## config.mk

```make
export PLATFORM = sky130hd
export DESIGN_NAME = sram_axi_bridge_flat
export DESIGN_NICKNAME = d
export VERILOG_FILES = /design/src/rtl/sram_axi_bridge_if.sv /design/src/rtl/sram_axi_bridge.sv /design/src/flat_wrapper.sv
export SDC_FILE = /design/constraint.sdc
export NUM_CORES = 1
export LEC_CHECK = 0
export BUFFER_PORTS_ARGS = -buffer_cell sky130_fd_sc_hd__buf_2
export CAP_MARGIN = 0
export CORE_AREA = 2 2 124 126
export DETAILED_ROUTE_END_ITERATION = 7
export DIE_AREA = 0 0 126 128
export PLACE_DENSITY = 0.64
export SYNTH_ARGS = -nofsm -noshare
export SYNTH_HDL_FRONTEND = slang
export SYNTH_SLANG_ARGS = --single-unit
```

## constraint.sdc

```tcl
create_clock -name clk -period 1.8 [get_ports clk]
set_clock_uncertainty 0.2 [all_clocks]
set_input_delay 0.09 -clock clk [delete_from_list [all_inputs] [get_ports clk]]
set_output_delay 0.09 -clock clk [all_outputs]
set_load 0.05 [all_outputs]
```

## src/rtl/sram_axi_bridge_if.sv

```systemverilog
// Signal bundle between the CPU's inst/data SRAM-style ports, the bridge and the AXI3 memory side.
// The bridge uses the master view; the CPU core plus memory together use the slave view.
interface sram_axi_bridge_if #(
    parameter int ADDR_W = 32,
    parameter int DATA_W = 32
);
    localparam int STRB_W = DATA_W / 8;

    logic              inst_req;
    logic [ADDR_W-1:0] inst_addr;
    logic              inst_addr_ok;
    logic              inst_data_ok;
    logic [DATA_W-1:0] inst_rdata;

    logic              data_req;
    logic              data_wr;
    logic [1:0]        data_size;
    logic [STRB_W-1:0] data_wstrb;
    logic [ADDR_W-1:0] data_addr;
    logic [DATA_W-1:0] data_wdata;
    logic              data_addr_ok;
    logic              data_data_ok;
    logic [DATA_W-1:0] data_rdata;

    logic [ADDR_W-1:0] araddr;
    logic [2:0]        arsize;
    logic              arvalid;
    logic              arready;
    logic [DATA_W-1:0] rdata;
    logic              rvalid;
    logic              rready;
    logic [ADDR_W-1:0] awaddr;
    logic [2:0]        awsize;
    logic              awvalid;
    logic              awready;
    logic [DATA_W-1:0] wdata;
    logic [STRB_W-1:0] wstrb;
    logic              wvalid;
    logic              wready;
    logic              bvalid;
    logic              bready;

    modport master (
        input  inst_req, inst_addr,
        output inst_addr_ok, inst_data_ok, inst_rdata,
        input  data_req, data_wr, data_size, data_wstrb, data_addr, data_wdata,
        output data_addr_ok, data_data_ok, data_rdata,
        output araddr, arsize, arvalid,
        input  arready, rdata, rvalid,
        output rready,
        output awaddr, awsize, awvalid,
        input  awready,
        output wdata, wstrb, wvalid,
        input  wready, bvalid,
        output bready
    );

    modport slave (
        output inst_req, inst_addr,
        input  inst_addr_ok, inst_data_ok, inst_rdata,
        output data_req, data_wr, data_size, data_wstrb, data_addr, data_wdata,
        input  data_addr_ok, data_data_ok, data_rdata,
        input  araddr, arsize, arvalid,
        output arready, rdata, rvalid,
        input  rready,
        input  awaddr, awsize, awvalid,
        output awready,
        input  wdata, wstrb, wvalid,
        output wready, bvalid,
        input  bready
    );
endinterface

```

## src/rtl/sram_axi_bridge.sv

```systemverilog
// Arbitrates the CPU instruction and data SRAM-style ports onto a single AXI3 master,
// one transaction in flight at a time; data wins ties with instruction fetch.
module sram_axi_bridge #(
    parameter int ADDR_W = 32,
    parameter int DATA_W = 32
) (
    input logic               clk,
    input logic               resetn,
    sram_axi_bridge_if.master bus
);
    localparam int STRB_W = DATA_W / 8;

    typedef enum logic [2:0] {IDLE, AR, R, W, B} state_t;

    state_t            state;
    state_t            state_nxt;
    logic              owner_data;
    logic [ADDR_W-1:0] addr_q;
    logic [1:0]        size_q;
    logic              wr_q;
    logic [STRB_W-1:0] wstrb_q;
    logic [DATA_W-1:0] wdata_q;
    logic              aw_done;
    logic              w_done;

    logic grant_data;
    logic grant_inst;
    logic aw_fire;
    logic w_fire;
    logic r_fire;
    logic b_fire;

    assign grant_data = (state == IDLE) && bus.data_req;
    assign grant_inst = (state == IDLE) && bus.inst_req && !bus.data_req;
    assign aw_fire    = (state == W) && !aw_done && bus.awready;
    assign w_fire     = (state == W) && !w_done && bus.wready;
    assign r_fire     = (state == R) && bus.rvalid;
    assign b_fire     = (state == B) && bus.bvalid;

    always_ff @(posedge clk or negedge resetn) begin
        if (!resetn) begin
            state <= IDLE;
        end else begin
            state <= state_nxt;
        end
    end

    // The write leaves W only once both AW and W have been accepted, whichever order they came in.
    always_comb begin
        state_nxt = state;
        case (state)
            IDLE: begin
                if (grant_data) begin
                    state_nxt = bus.data_wr ? W : AR;
                end else if (grant_inst) begin
                    state_nxt = AR;
                end
            end
            AR: if (bus.arready) state_nxt = R;
            R:  if (bus.rvalid) state_nxt = IDLE;
            W:  if ((aw_done || aw_fire) && (w_done || w_fire)) state_nxt = B;
            B:  if (bus.bvalid) state_nxt = IDLE;
            default: state_nxt = IDLE;
        endcase
    end

    always_ff @(posedge clk or negedge resetn) begin
        if (!resetn) begin
            owner_data <= 1'b0;
            addr_q     <= '0;
            size_q     <= '0;
            wr_q       <= 1'b0;
            wstrb_q    <= '0;
            wdata_q    <= '0;
        end else if (grant_data) begin
            owner_data <= 1'b1;
            addr_q     <= bus.data_addr;
            size_q     <= bus.data_size;
            wr_q       <= bus.data_wr;
            wstrb_q    <= bus.data_wstrb;
            wdata_q    <= bus.data_wdata;
        end else if (grant_inst) begin
            owner_data <= 1'b0;
            addr_q     <= bus.inst_addr;
            size_q     <= 2'd2;
            wr_q       <= 1'b0;
            wstrb_q    <= '0;
            wdata_q    <= '0;
        end
    end

    always_ff @(posedge clk or negedge resetn) begin
        if (!resetn) begin
            aw_done <= 1'b0;
            w_done  <= 1'b0;
        end else if (b_fire) begin
            aw_done <= 1'b0;
            w_done  <= 1'b0;
        end else begin
            if (aw_fire) aw_done <= 1'b1;
            if (w_fire)  w_done  <= 1'b1;
        end
    end

    assign bus.data_addr_ok = grant_data;
    assign bus.inst_addr_ok = grant_inst;

    // Read data is passed straight through; completion pulses go only to the latched owner.
    assign bus.inst_data_ok = r_fire && !owner_data;
    assign bus.data_data_ok = (r_fire && owner_data) || b_fire;
    assign bus.inst_rdata   = bus.rdata;
    assign bus.data_rdata   = bus.rdata;

    assign bus.araddr  = addr_q;
    assign bus.arsize  = {1'b0, size_q};
    assign bus.arvalid = (state == AR);
    assign bus.rready  = (state == R);

    assign bus.awaddr  = addr_q;
    assign bus.awsize  = {1'b0, size_q};
    assign bus.awvalid = (state == W) && !aw_done;
    assign bus.wdata   = wdata_q;
    assign bus.wstrb   = wstrb_q;
    assign bus.wvalid  = (state == W) && !w_done && wr_q;
    assign bus.bready  = (state == B);
endmodule

```

## src/flat_wrapper.sv

```systemverilog
// flat-port wrapper written by rule: the top's interface ports become plain ports
module sram_axi_bridge_flat 
#(
    parameter int ADDR_W = 32,
    parameter int DATA_W = 32
)
  (clk, resetn, bus_inst_req, bus_inst_addr, bus_inst_addr_ok, bus_inst_data_ok, bus_inst_rdata, bus_data_req, bus_data_wr, bus_data_size, bus_data_wstrb, bus_data_addr, bus_data_wdata, bus_data_addr_ok, bus_data_data_ok, bus_data_rdata, bus_araddr, bus_arsize, bus_arvalid, bus_arready, bus_rdata, bus_rvalid, bus_rready, bus_awaddr, bus_awsize, bus_awvalid, bus_awready, bus_wdata, bus_wstrb, bus_wvalid, bus_wready, bus_bvalid, bus_bready);
  sram_axi_bridge_if #(.ADDR_W(ADDR_W), .DATA_W(DATA_W)) bus_i ();
  input logic clk;
  input logic resetn;
  input wire logic [$bits(bus_i.inst_req)-1:0] bus_inst_req;
  input wire logic [$bits(bus_i.inst_addr)-1:0] bus_inst_addr;
  output wire logic [$bits(bus_i.inst_addr_ok)-1:0] bus_inst_addr_ok;
  output wire logic [$bits(bus_i.inst_data_ok)-1:0] bus_inst_data_ok;
  output wire logic [$bits(bus_i.inst_rdata)-1:0] bus_inst_rdata;
  input wire logic [$bits(bus_i.data_req)-1:0] bus_data_req;
  input wire logic [$bits(bus_i.data_wr)-1:0] bus_data_wr;
  input wire logic [$bits(bus_i.data_size)-1:0] bus_data_size;
  input wire logic [$bits(bus_i.data_wstrb)-1:0] bus_data_wstrb;
  input wire logic [$bits(bus_i.data_addr)-1:0] bus_data_addr;
  input wire logic [$bits(bus_i.data_wdata)-1:0] bus_data_wdata;
  output wire logic [$bits(bus_i.data_addr_ok)-1:0] bus_data_addr_ok;
  output wire logic [$bits(bus_i.data_data_ok)-1:0] bus_data_data_ok;
  output wire logic [$bits(bus_i.data_rdata)-1:0] bus_data_rdata;
  output wire logic [$bits(bus_i.araddr)-1:0] bus_araddr;
  output wire logic [$bits(bus_i.arsize)-1:0] bus_arsize;
  output wire logic [$bits(bus_i.arvalid)-1:0] bus_arvalid;
  input wire logic [$bits(bus_i.arready)-1:0] bus_arready;
  input wire logic [$bits(bus_i.rdata)-1:0] bus_rdata;
  input wire logic [$bits(bus_i.rvalid)-1:0] bus_rvalid;
  output wire logic [$bits(bus_i.rready)-1:0] bus_rready;
  output wire logic [$bits(bus_i.awaddr)-1:0] bus_awaddr;
  output wire logic [$bits(bus_i.awsize)-1:0] bus_awsize;
  output wire logic [$bits(bus_i.awvalid)-1:0] bus_awvalid;
  input wire logic [$bits(bus_i.awready)-1:0] bus_awready;
  output wire logic [$bits(bus_i.wdata)-1:0] bus_wdata;
  output wire logic [$bits(bus_i.wstrb)-1:0] bus_wstrb;
  output wire logic [$bits(bus_i.wvalid)-1:0] bus_wvalid;
  input wire logic [$bits(bus_i.wready)-1:0] bus_wready;
  input wire logic [$bits(bus_i.bvalid)-1:0] bus_bvalid;
  output wire logic [$bits(bus_i.bready)-1:0] bus_bready;
  assign bus_i.inst_req = bus_inst_req;
  assign bus_i.inst_addr = bus_inst_addr;
  assign bus_inst_addr_ok = bus_i.inst_addr_ok;
  assign bus_inst_data_ok = bus_i.inst_data_ok;
  assign bus_inst_rdata = bus_i.inst_rdata;
  assign bus_i.data_req = bus_data_req;
  assign bus_i.data_wr = bus_data_wr;
  assign bus_i.data_size = bus_data_size;
  assign bus_i.data_wstrb = bus_data_wstrb;
  assign bus_i.data_addr = bus_data_addr;
  assign bus_i.data_wdata = bus_data_wdata;
  assign bus_data_addr_ok = bus_i.data_addr_ok;
  assign bus_data_data_ok = bus_i.data_data_ok;
  assign bus_data_rdata = bus_i.data_rdata;
  assign bus_araddr = bus_i.araddr;
  assign bus_arsize = bus_i.arsize;
  assign bus_arvalid = bus_i.arvalid;
  assign bus_i.arready = bus_arready;
  assign bus_i.rdata = bus_rdata;
  assign bus_i.rvalid = bus_rvalid;
  assign bus_rready = bus_i.rready;
  assign bus_awaddr = bus_i.awaddr;
  assign bus_awsize = bus_i.awsize;
  assign bus_awvalid = bus_i.awvalid;
  assign bus_i.awready = bus_awready;
  assign bus_wdata = bus_i.wdata;
  assign bus_wstrb = bus_i.wstrb;
  assign bus_wvalid = bus_i.wvalid;
  assign bus_i.wready = bus_wready;
  assign bus_i.bvalid = bus_bvalid;
  assign bus_bready = bus_i.bready;
  sram_axi_bridge #(.ADDR_W(ADDR_W), .DATA_W(DATA_W)) u_core (.clk(clk), .resetn(resetn), .bus(bus_i));
endmodule
```

Yosys cells after proc, flatten, opt, wreduce, memory -nomap -nowiden
Index checks and enable logic that the tools add are counted.
W data, S select, Z words.
{"block": "totals", "regBits": 77, "inputBits": 144, "out_inout_bits": 179, "word_cells": 66}
{"block": "classes", "mux": 23, "n_eq_ne": 9, "reduce_logical": 25}
{"op": "$mux W32", "count": 4}
{"op": "$mux W3", "count": 6}
{"op": "$pmux W3 S5", "count": 1}
{"op": "$logic_and A1 B1 Y1", "count": 13}
{"op": "$mux W4", "count": 2}
{"op": "$mux W1", "count": 7}
{"op": "$eq A3 B2 Y1 const B", "count": 2}
{"op": "$mux W2", "count": 3}
{"op": "$ne A2 B2 Y1 const B", "count": 3}
{"op": "$reduce_bool A2 Y1", "count": 3}
{"op": "$reduce_and A5 Y1", "count": 1}
{"op": "$logic_not A1 Y1", "count": 4}
{"op": "$eq A3 B1 Y1 const B", "count": 1}
{"op": "$eq A3 B3 Y1 const B", "count": 1}
{"op": "$logic_not A3 Y1", "count": 1}
{"op": "$logic_or A1 B1 Y1", "count": 3}
{"op": "$ne A3 B3 Y1 const B", "count": 1}
{"op": "$ne A2 B1 Y1 const B", "count": 1}

Logic depth before layout (Yosys ltp)
{"block": "logic_depth", "ltp_word": 7, "mapped_depth": 6, "depth_no_buf": 3}

Worst setup path before layout
No wires, ideal clock.
{"block": "synth_timing", "path_kind": "reg2out", "from": "reg u_core.state[1]", "to": "out bus_inst_data_ok", "t_arrival_ps": 2712, "n_path_buf": 1, "required_ps": 1510, "stages_incl_launch_ff": 5, "slack_ps": -1202, "cell_sequence": "dfrtp_1 -> clkbuf_1 -> nor3b_1 -> nand2_1 -> nor2_1"}
{"block": "synth_between", "elab_chain_len": 3}
{"item": "start, declared", "line": "sram_axi_bridge.sv:15", "text": "state_t state;"}
{"item": "start signal, assigned", "line": "sram_axi_bridge.sv:44", "text": "state <= state_nxt;"}
{"item": "$eq A3 B2 Y1"}
{"item": "via bus_rready", "line": "flat_wrapper.sv:31", "text": "output wire logic [$bits(bus_i.rready)-1:0] bus_rready;"}
{"item": "$logic_and A1 B1 Y1", "line": "sram_axi_bridge.sv:37", "text": "assign r_fire = (state == R) && bus.rvalid;"}
{"item": "$logic_and A1 B1 Y1", "line": "sram_axi_bridge.sv:109", "text": "assign bus.inst_data_ok = r_fire && !owner_data;"}
{"item": "end, declared", "line": "flat_wrapper.sv:14", "text": "output wire logic [$bits(bus_i.inst_data_ok)-1:0] bus_inst_data_ok;"}
The timed path passes the listed nets, and every way through them passes these cells.

Worst setup path after layout
{"block": "layout_timing", "from": "reg u_core.state[2]", "to": "out bus_data_data_ok"}
{"block": "layout_between", "elab_chain_len": 4, "word_cells_on_any_way": 6, "classes_between": "eq/ne (2); reduce/logical (4)"}
{"item": "$eq A3 B2 Y1", "line": "sram_axi_bridge.sv:37"}
{"item": "$logic_and A1 B1 Y1", "line": "sram_axi_bridge.sv:37"}
{"item": "$logic_and A1 B1 Y1", "line": "sram_axi_bridge.sv:110", "text": "assign bus.data_data_ok = (r_fire && owner_data) || b_fire;"}
{"item": "$logic_or A1 B1 Y1 *", "line": "sram_axi_bridge.sv:110"}
{"item": "end, declared", "line": "flat_wrapper.sv:23", "text": "output wire logic [$bits(bus_i.data_data_ok)-1:0] bus_data_data_ok;"}
Mark *: on every way between the ends. The rest lies on a longest branch, timed or not.

==> results by group <==
Status
  • Status: complete, but fails checks
  • Failing checks: setup timing

Timing
  • Setup-failing EPs final: 20
  • Minimum clock period after layout: 1.91 ns
  • Hold Slack: 0.0570 ns
  • RSZ-0062 raised after global routing: true
  • Worst slew pin tran: 1.05 ns
  • Setup TNS: -1.40 ns
  • Slew headroom: 29.4%
  • Max frequency: 523 MHz
  • Hold Vio Cnt, Final: 0
  • Setup WS post-layout: -0.110 ns
  • Pins Over Slew Limit: 0
  • Post-route clock period utilization: 106%

Global routing
  • Initial antenna violation count: 0
  • Largest net degree at the start of global routing: 62
  • GRT Residual Overflow: 0
  • Vias in the first global route: 4050
  • First-pass GRT wire length: 20500 um
  • Total track usage: 16.0%

Synthesis
  • Area leader, netlist: dfrtp_1
  • Main synth FF type: dfrtp_1
  • Synthesized area: 0.00410 sq mm
  • Syn Inst Count: 423
  • Top cell type's share of synthesized area: 47.0%
  • Commonest cells in the netlist: buf_4 (103), dfrtp_1 (77), nor2_1 (40), a22o_1 (38)
  • FF+latch count, synth: 77
  • Most frequent cell after synthesis: buf_4
  • Async SR Flop Fraction: 100%
  • Number of synthesized flops with an enable pin: 0
  • Ranking of synthesized cells by area: dfrtp_1 (47%), buf_4 (19%), a22o_1 (8.1%)
  • YS warnings: 0
  • Count of different cell masters after synthesis: 35
  • Sequential area share after synthesis: 47.0%
  • Synthesized area per cell: 9.70 sq um

Floorplanning
  • Ports: 323
  • Die footprint: 0.0161 sq mm
  • Die X: 126 um
  • Core area: 0.0149 sq mm
  • Initial core utilization: 27.6%
  • Chip height: 128 um
  • Num rows: 45

Place
  • HPWL Detailed: 7960 um
  • Buffers on Ports: 224
  • Global placement routability congestion: 0.738

Worst setup path
  • CP endpoint kind: output port
  • Setup Crit Path Kind: register to output port
  • CP Max Fanout: 5
  • Startpoint types: register
  • Worst path required time: 1.51 ns
  • Crit path DAT: 1.62 ns
  • Reg-to-reg slack, setup: -0.10 ns

Hold path
  • Worst hold path class: primary input to asynchronous set/reset pin

Clock network
  • CTS tree: done
  • Reg clk slew, reported paths: 0.06 ns
  • TritonCTS buffer count: 9
  • Clock Sinks: 77
  • Skew-Pair Late Insertion Delay: 0.33 ns
  • Root Driver: clkbuf_16
  • Max Root-Sink Buffers: 2
  • H-Tree Depth: 3

Finish
  • Final Util: 45.7%
  • Layout Nets: 847
  • Synthesis-to-layout area growth: 65.8%
  • Layout cells sized above 1: 41.6%
  • N_diodes: 0

Pwr
  • Power Density: 2070 mW/mm^2
  • Total power: 14.1 mW
  • Max VDD drop: 0.910 mV
  • P_leak: 3.28 nW

Drt
  • Drt pass-1 iters: 4
  • DR vias: 4152
  • DRC: 0
  • Post-DR vias/cell: 4.64
  • Post-Route WL: 13800 um
  • Iter 0 DRT Violations: 116
  • Post-route ant nets: 0
  • Wirelength per Cell: 15.4 um

Job
  • Max-cap check violation count: 0
per-layer routing:
metal	routed length, um	part of all wire, %	GRT usage (%)
met2	7170	52	29.2
met3	1070	7.8	4.84
met5	0	0	0
met1	5280	38	17.4
met4	236	1.7	6.08
path summary, 6_finish.rpt:
path / start / end / cells past startpoint
hold / removal: resetn / u_core.bus.araddr[3]$_DFFE_PN0P_ / 2
setup reg to reg: u_core.state[2]$_DFFE_PN0P_ / u_core.bus.araddr[5]$_DFFE_PN0P_ / 6
hold reg to reg: u_core.bus.wdata[31]$_DFFE_PN0P_ / u_core.bus.wdata[31]$_DFFE_PN0P_ / 1
setup / recovery: u_core.state[2]$_DFFE_PN0P_ / bus_data_data_ok / 6
max in group asynchronous: resetn / u_core.wr_q$_DFFE_PN0P_ / 3
min in group clk: bus_inst_req / u_core.state[0]$_DFFE_PN0P_ / 4
cell usage in the layout (no fill, tap or decap), types with 3 or more instances in the layout:
master           n
a21oi_1          5
a22o_1          38
a31oi_1         32
buf_12           7
buf_2          215
buf_4           21
buf_6           12
clkbuf_16       11
clkinv_2         3
dfrtp_1         77
dlygate4sd3_1  141
nand3_1         32
nor2_1          36
nor3b_4          3
o21ai_0         16
o21ai_1         16
o21ai_2          3
worst max-delay path, stage by stage (launching register included):
cell and delay, ns:
dfrtp_1 0.38, buf_6 0.13, buf_4 0.13, nor3b_4 0.15, and2_4 0.14, a31o_4 0.21, buf_8 0.14
logic make-up (layout without fill, tap and decap cells):
kind of cell           count (synthesis)  count (layout)  share of synthesized area (%)
buffers and inverters                136             418                           22.7
flip-flops                            77              77                           47.0
other                                  1               2                         0.0914
AND/OR/NAND/NOR                       92              92                           11.0
AO/OA/AOI/OAI                        117             117                           19.2
cell type report:
class,instances,area (sq um)
fill,1352,8060
timing repair buffer,401,3030
sequential,77,1930
multi-input combinational,211,1350
tap,188,235
clock buffer,11,233
inverter,3,16.3
clock inverter,3,15.0
what timing repair did:
item	in CTS	in global routing
endpoints found under the hold margin	217	0
cloned	1	3
setup buffers	7	9
pin swaps	4	7
hold buffers	141	0
endpoints found under the setup margin	77	58
resized for setup	38	18
power by group:
group          internal [mW]  total, mW  switching [mW]  leakage (nW)
clock                  0.911       1.59           0.675         0.125
combinational           2.77       9.42            6.65          2.22
sequential              2.54       3.10           0.550         0.931
sequential cells by signal (all words and copies together) (netlist names):
| signal | flops |
|---|---|
| u_core.bus.araddr | 32 |
| u_core.bus.wdata | 32 |
| u_core.bus.wstrb | 4 |
| u_core.state | 3 |
| u_core.size_q | 2 |
| u_core.aw_done | 1 |
| u_core.owner_data | 1 |
| u_core.w_done | 1 |
| u_core.wr_q | 1 |
stage by stage:
step                setup slack [ns]  area, sq um  cells
floorplan                     -0.162         4150    424
global placement              -0.108         4810    719
detailed placement            -0.130         4810    719
CTS                           -0.127         6630    882
global route                  -0.165         6800    894
finish                        -0.110         6800    894
Note: power is estimated with default switching activity, not from simulation.
